<file path="src/rtl/demod_pkg.sv">
// demod_pkg: shared FSM state type and default sizing for the demodulation sequencer.
package demod_pkg;
    typedef enum logic [2:0] {IDLE, LOAD, RUN, FLUSH, DONE} demod_state_t;
    localparam int DEMOD_NTAPS = 32;
    localparam int DEMOD_COEF_W = 12;
    localparam int DEMOD_DECIM = 8;
    localparam int DEMOD_ADDR_W = $clog2(DEMOD_NTAPS);
    localparam int DEMOD_WARM_W = $clog2(DEMOD_NTAPS + 1);
    localparam int DEMOD_PHASE_W = $clog2(DEMOD_DECIM + 1);
endpackage

</file>
<file path="src/rtl/demod_valid_pipe.sv">
// demod_valid_pipe: clearable single-bit delay line of DEPTH cycles.
module demod_valid_pipe #(
    parameter int DEPTH = 1
) (
    input  logic clock,
    input  logic rst,
    input  logic clr,
    input  logic d,
    output logic q
);
    logic [DEPTH-1:0] sr;
    always_ff @(posedge clock)
        if (rst || clr) sr <= '0;
        else sr <= DEPTH'({sr, d});
    assign q = sr[DEPTH-1];
endmodule

</file>
<file path="src/rtl/demod_ctrl.sv">
// demod_ctrl: frame sequencer for mixer -> LPF -> downsampler; optional stall_cnt via DEMOD_CTRL_STATS_EN.
module demod_ctrl
    import demod_pkg::*;
#(
    parameter int NTAPS = DEMOD_NTAPS,
    parameter int COEF_W = DEMOD_COEF_W,
    parameter int DECIM = DEMOD_DECIM,
    parameter int FRAME_LEN = 1497600,
    parameter int MULT_LAT = 1,
    parameter int LPF_LAT = 1
) (
    input  logic                             clock,
    input  logic                             rst,
    input  logic                             start,
    input  logic                             abort,
    input  logic                             coef_valid,
    input  logic [COEF_W-1:0]                coef_data,
    output logic                             coef_ready,
    input  logic                             in_valid,
    output logic                             in_ready,
    output logic                             mult_en,
    output logic                             lpf_en,
    output logic                             lpf_coef_we,
    output logic [$clog2(NTAPS)-1:0]         lpf_coef_addr,
    output logic [COEF_W-1:0]                lpf_coef_data,
    output logic                             ds_en,
    output logic                             out_valid,
    output logic                             busy,
    output logic                             done,
    output logic [$clog2(FRAME_LEN+1)-1:0]   sample_cnt
`ifdef DEMOD_CTRL_STATS_EN
    ,
    output logic [15:0]                      stall_cnt
`endif
);
    localparam int AW = $clog2(NTAPS);
    localparam int CW = $clog2(FRAME_LEN + 1);
    localparam int WW = $clog2(NTAPS + 1);
    localparam int PW = $clog2(DECIM + 1);
    localparam int FL = MULT_LAT + LPF_LAT;
    localparam int FW = $clog2(FL + 1);

    demod_state_t state, nxt;
    logic [AW-1:0] k;
    logic [WW-1:0] w;
    logic [PW-1:0] p, p_nxt;
    logic [FW-1:0] fc;
    logic kill, coef_acc, wr, last, start_acc;

    assign kill = abort && state != IDLE;
    assign start_acc = state == IDLE && start;
    assign coef_ready = state == LOAD;
    assign in_ready = state == RUN;
    assign coef_acc = coef_valid && coef_ready;
    assign wr = coef_acc && !kill;
    assign mult_en = in_valid && in_ready;
    assign last = sample_cnt == CW'(FRAME_LEN - 1);
    assign busy = state != IDLE;
    assign done = state == DONE;
    // Phase is pinned to 0 on the first fully-warm pulse so the first decimated output lands there.
    assign p_nxt = w == WW'(NTAPS - 1) ? '0 :
                   w == WW'(NTAPS) ? (p == PW'(DECIM - 1) ? '0 : p + 1'b1) : p;
    assign ds_en = lpf_en && w >= WW'(NTAPS - 1) && p_nxt == '0;

    always_comb begin
        nxt = state;
        case (state)
            IDLE:    nxt = start ? LOAD : IDLE;
            LOAD:    nxt = coef_acc && k == AW'(NTAPS - 1) ? RUN : LOAD;
            RUN:     nxt = mult_en && last ? FLUSH : RUN;
            FLUSH:   nxt = fc == FW'(FL - 1) ? DONE : FLUSH;
            DONE:    nxt = IDLE;
            default: nxt = IDLE;
        endcase
        if (kill) nxt = IDLE;
    end

    always_ff @(posedge clock)
        if (rst) state <= IDLE;
        else state <= nxt;

    always_ff @(posedge clock)
        if (rst) begin
            k <= '0;
            lpf_coef_we <= 1'b0;
            lpf_coef_addr <= '0;
            lpf_coef_data <= '0;
        end else begin
            lpf_coef_we <= wr;
            lpf_coef_addr <= wr ? k : '0;
            lpf_coef_data <= wr ? coef_data : '0;
            k <= start_acc ? '0 : (wr ? k + 1'b1 : k);
        end

    always_ff @(posedge clock)
        if (rst || start_acc) sample_cnt <= '0;
        else if (mult_en) sample_cnt <= sample_cnt + 1'b1;

    always_ff @(posedge clock)
        if (rst || kill || state == DONE) begin
            w <= '0;
            p <= '0;
        end else if (lpf_en) begin
            w <= w == WW'(NTAPS) ? w : w + 1'b1;
            p <= p_nxt;
        end

    always_ff @(posedge clock)
        if (rst || mult_en) fc <= '0;
        else if (state == FLUSH) fc <= fc + 1'b1;

    demod_valid_pipe #(.DEPTH(MULT_LAT)) u_mult_pipe (
        .clock(clock), .rst(rst), .clr(kill), .d(mult_en), .q(lpf_en)
    );

    demod_valid_pipe #(.DEPTH(LPF_LAT)) u_lpf_pipe (
        .clock(clock), .rst(rst), .clr(kill), .d(ds_en), .q(out_valid)
    );

`ifdef DEMOD_CTRL_STATS_EN
    always_ff @(posedge clock)
        if (rst || start_acc) stall_cnt <= '0;
        else if (state == RUN && !in_valid && stall_cnt != 16'hFFFF) stall_cnt <= stall_cnt + 1'b1;
`endif
endmodule

</file>
<file path="config.mk">
export PLATFORM = sky130hd
export DESIGN_NAME = demod_ctrl
export DESIGN_NICKNAME = d
export VERILOG_FILES = /design/src/rtl/demod_pkg.sv /design/src/rtl/demod_valid_pipe.sv /design/src/rtl/demod_ctrl.sv
export SDC_FILE = /design/constraint.sdc
export NUM_CORES = 1
export LEC_CHECK = 0
export BUFFER_PORTS_ARGS = -buffer_cell sky130_fd_sc_hd__buf_2
export CAP_MARGIN = 15
export CORE_UTILIZATION = 47
export DETAILED_ROUTE_END_ITERATION = 6
export GPL_TIMING_DRIVEN = 0
export PLACE_DENSITY = 0.8
export SLEW_MARGIN = 20
export SYNTH_ARGS = -nofsm -noshare
export SYNTH_HDL_FRONTEND = slang
export SYNTH_SLANG_ARGS = --single-unit
</file>
<file path="constraint.sdc">
create_clock -name clock -period 2.2 [get_ports clock]
set_input_delay 0.11 -clock clock [delete_from_list [all_inputs] [get_ports clock]]
set_output_delay 0.11 -clock clock [all_outputs]
set_load 0.05 [all_outputs]
</file>
After elaboration in Yosys (flattened, before gate mapping)
Index checks and enable logic that the tools add are counted.

operators by class
  $add $sub $neg = 5
  $lt $le $gt $ge = 1
  equal/unequal tests = 10
  muxes and demuxes = 8
  bitwise gates (word level) = 2
  reduce and logical (&&, ||, !) cells = 21

operators by type and width
  operator                                                                count
  21-bit by 1-bit adder with 21-bit output (second input constant)        1
  21-bit == test (second input constant)                                  1
  4-bit 2-to-1 mux                                                        3
  3-bit case mux with 4 select lines                                      1
  1-bit logical AND                                                       9
  6-bit by 1-bit adder with 6-bit output (second input constant)          1
  3-bit by 2-bit == test with 1-bit output (second input constant)        2
  6-bit by 5-bit == test with 1-bit output (second input constant)        1
  6-bit == test (second input constant)                                   1
  6-bit by 5-bit >= comparator with 1-bit output (second input constant)  1
  2-bit OR reduction                                                      3
  5-bit by 1-bit adder with 5-bit output (second input constant)          1
  5-bit == test (second input constant)                                   1
  4-bit by 1-bit adder with 4-bit output (second input constant)          1
  4-bit by 3-bit == test with 1-bit output (second input constant)        1
  4-bit logical NOT                                                       1
  1-bit logical OR                                                        4
  3-bit by 1-bit == test with 1-bit output (second input constant)        1
  3-bit == test (second input constant)                                   1
  3-bit logical NOT                                                       1
  3-bit 2-to-1 mux                                                        1
  3-bit nonzero test                                                      1
  2-bit by 1-bit adder with 2-bit output (second input constant)          1
  2-bit by 1-bit == test with 1-bit output (second input constant)        1
  5 further kinds                                                         7

storage, ports and cells
  register bits after elaboration = 61
  input bits = 18

Longest topological paths before layout
  word-level depth = 6
  gate-level depth with buffers = 7
  depth with buffers taken out = 6

Cells and area by module
Synthesis repeated with hierarchy kept, for this count alone.

unflattened totals
  cell total of the unflattened synthesis = 281
  area, all modules = 2583.7 sq um

modules (own cells, without submodules)
  module            times used  cells an instance  area each (sq um)  sequential area each (sq um)
  demod_ctrl        1           277                2518.7             1181.1
  demod_valid_pipe  2           2                  32.5               20.0

Worst setup path before layout
No wires, ideal clock.

  kind = flip-flop to output port
  start point = register w[2]
  end point = output ds_en
  data arrival time = 2843 ps
  data required time = 2090 ps
  path slack = -753 ps
  cell stages (with the launch flop) = 6
  path buffers = 1
  path through = dfxtp_1 > clkbuf_1 > or4b_2 > o21a_1 > or2_2 > o31ai_1

between the ends
  word-level cells in the longest chain between the ends = 5
  elaborated cells on any way between the ends = 8
  classes of those cells = order compare: 1; eq/ne: 2; mux: 2; reduce/logical: 3

ends and longest elaborated chain
  element                   RTL line           text
  start: declaration        demod_ctrl.sv:45   logic [WW-1:0] w;
  start signal: assignment  demod_ctrl.sv:104  w <= w == WW'(NTAPS) ? w : w + 1'b1;
  6-bit == test             demod_ctrl.sv:62   w == WW'(NTAPS) ? (p == PW'(DECIM - 1) ? '0 : p + 1'b1) : p;
  4-bit 2-to-1 mux          demod_ctrl.sv:62
  4-bit 2-to-1 mux          demod_ctrl.sv:61   assign p_nxt = w == WW'(NTAPS - 1) ? '0 :
  4-bit logical NOT         demod_ctrl.sv:63   assign ds_en = lpf_en && w >= WW'(NTAPS - 1) && p_nxt == '0;
  1-bit logical AND (*)     demod_ctrl.sv:63
  end: declaration          demod_ctrl.sv:26   output logic ds_en,

Every way passes the cells marked *; elsewhere a longest branch is shown, timed or not.

Worst setup path in the final report
  start point = register w[1]
  end point = output ds_en

The elaborated chain is that of the path after synthesis.

==> flow_metrics.py <==
metrics = {
    "worst_setup_path": {
        "worstPathRequired_ps": 2090,
        "endpoint_kind": "primary output",
        "r2r-end": "u_lpf_pipe.q",
        "cp.arrival_ps": 2250,
        "rrSetupSlack_ps": 20,
        "critPathKind": "reg -> out",
        "timing.rr.start": "state[1]",
        "critPathLaunchType": "flop",
        "critPathMaxFanout": 2,
        "reg2regPathDepth": 6,
    },
    "layout": {
        "drive_above_1_share": 0.320,
        "final_common_cell": "buf_2",
        "syn_to_final_growth_pct": 37.6,
        "finalNonFillerCells": 467,
        "diodes": 0,
        "fin_nets": 417,
        "layout_common_cells": "buf_2, dfxtp_1, nor2_1",
        "nFillCells": 418,
    },
    "detailed_routing": {
        "drt_iter0_markers": 148,
        "wirelength_um": 7590,
        "dr.pass1.iters": 5,
        "vias": 2647,
        "postRouteAntennaNets": 0,
        "viasPerCell": 5.67,
        "drc": 0,
        "wl_per_cell_um": 16.2,
    },
    "floorplan": {
        "die_area_mm2": 0.00595,
        "start_util": 0.503,
        "die_w_um": 77.1,
        "die_h_um": 77.1,
        "fp.coreArea_mm2": 0.00527,
        "row_count": 26,
        "io_pins": 65,
    },
    "flow_run": {
        "max_cap_violations": 0,
    },
    "timing": {
        "setup_tns_ps": -160,
        "post-route-period-util": 1.07,
        "final_hold_viol_count": 0,
        "fin_skew_ps": 7.48,
        "min_period_ps": 2360,
        "setup_ws_ps": -160,
        "slew_violations": 0,
        "setup_viol": 1,
        "slew_headroom": 0.640,
        "tightest_slew_ps": 540,
        "rsz0062_at_grt": "yes",
        "clock.fmax_mhz": 424,
    },
    "grt": {
        "grt_overflow": 0,
        "antenna_found_initial": 0,
        "grt_usage": 0.256,
        "grt_pass1_wl_um": 11900,
        "grt_pass1_vias": 2681,
        "grt_max_degree": 12,
    },
    "synthesis": {
        "ys_ff_latch": 61,
        "async_flop_share": 0,
        "synth_nets": 323,
        "synthCells": 298,
        "syn_area_per_cell_um2": 8.90,
        "synth_enable_flop_cells": 0,
        "synth_cell_types": 46,
        "yosysSeqAreaShare": 0.461,
        "ys_warn_count": 0,
        "synthFlopType": "dfxtp_1",
        "netlist_area_mm2": 0.00265,
    },
    "power": {
        "leakage_nw": 1.51,
        "power_density_mw_per_mm2": 682,
        "ir_drop_uv": 503,
    },
    "clock_tree": {
        "cts.sinks": 61,
        "cts-root-buf": "clkbuf_8",
        "numCtsBuffers": 9,
        "htreeDepth": 3,
        "cts_tree": "done",
        "clkLatencyLatePin_ps": 350,
        "cts.clk_slew.worst_paths_ps": 70,
        "clockBufferDepth": 2,
    },
    "worst_hold_path": {
        "hp-class": "in -> reg",
        "hold_depth": 3,
        "min_from": "start",
        "min_to": "state[0]",
    },
    "placement": {
        "routabilityCongestion": 0.840,
        "place_inst": 432,
        "dpl.hpwl_um": 4410,
        "port-buffer-count": 64,
    },
    "status": {
        "violations": "negative setup slack",
        "status": "finished with violations",
    },
}
==> worst max path at each step <==
stage                   from             end  slack, ps  cells after the start
floorplan               w[2]           ds_en       -330                      5
global placement        w[2]           ds_en       -100                      6
detailed placement  state[1]  sample_cnt[16]       -140                      6
CTS                     w[1]           ds_en       -100                      7
global route            w[1]           ds_en       -220                      8
finish                  w[1]           ds_en       -160                      8
==> report_power, final <==
part	internal [W]	switching (W)
Combinational	0.0000527	0.0000883
Clock	0.000781	0.000455
Sequential	0.00111	0.00000257
Total	0.00194	0.000546
==> per-stage QoR <==
stage / power (W) / setup slack, ps / cell area (um^2) / hold WS, ps / utilization
after floorplan: 0.00121 / -330 / 2670 / 179 / -
after CTS: 0.00249 / -95.9 / 3580 / 21.3 / 0.679
after global routing: 0.00256 / -218 / 3650 / 91.8 / 0.692
after global placement: 0.00125 / -96.3 / 3070 / 310 / 0.583
after detailed placement: 0.00125 / -138 / 3070 / 314 / 0.583
final: 0.00249 / -160 / 3650 / 78.4 / 0.692
==> metal layers <==
layer  routed length [um]  vias up  track usage
li1                     -     1253            -
met1                 3020     1284        0.273
met2                 4040       97        0.462
met3                  452       13       0.0702
met4                   76        0        0.123
met5                    0        -            0
==> final cells by class <==
cell class                      instances  area, um^2  area share
Clock buffer                           10         138      0.0377
Inverter                               10        37.5      0.0103
Buffer                                 13        75.1      0.0206
Sequential cell                        61        1230       0.338
Clock inverter                          6         110      0.0302
Multi-Input combinational cell        212        1450       0.397
Tap cell                               70        87.6      0.0240
Timing Repair Buffer                   85         517       0.142
==> state kept, by name, indices dropped and copies added (netlist names) <==
register / flops
state: 3
lpf_coef_data: 12
lpf_coef_we: 1
k: 5
lpf_coef_addr: 5
p: 4
u_mult_pipe.q: 1
sample_cnt: 21
w: 6
u_lpf_pipe.q: 1
fc: 2
==> synthesized netlist by cell type (all sizes together), types with 2 or more instances <==
cell,instances,share of area
buf,2,0.0033
a211oi,2,0.0057
nor3b,3,0.0085
nand2,21,0.030
nand3,8,0.015
and2,18,0.042
nor3,3,0.0057
xnor2,10,0.033
or4b,3,0.011
xor2,5,0.017
nand4bb,2,0.0085
or4,9,0.025
a31oi,2,0.0047
a21o,2,0.0057
inv,10,0.014
nand4,13,0.031
nor2b,2,0.0047
clkbuf,13,0.019
a21oi,22,0.042
dfxtp,61,0.46
mux2i,2,0.0076
ha,7,0.033
nor2,25,0.035
or3,9,0.021
and3,4,0.0094
or2,2,0.0047
o21ai,13,0.025
nor4,4,0.0094
o31ai,7,0.020
==> critical path, cell delays in order (launching register included) <==
cell and delay [ps]:
dfxtp_2 330, inv_2 70, ha_4 130, buf_4 100, nor4b_4 240, mux2i_1 360, nand3_1 220, o31ai_4 290
buf_6 190
==> repair_timing <==
action                                  in CTS  in global routing
resized for setup                           24                 19
setup buffers                                8                  0
cloned                                       0                  0
endpoints found under the setup margin      36                 34
hold buffers                                13                  0
pin swaps                                    7                  1
endpoints found under the hold margin       14                  0
==> cell families after synthesis <==
family	synth area share
compound gates	0.130
xor+xnor	0.0495
fa+ha+maj	0.0330
buf+inv	0.0363
flops	0.461
mux	0.0118
simple gates	0.278
Power figures use the tool's default switching activity.
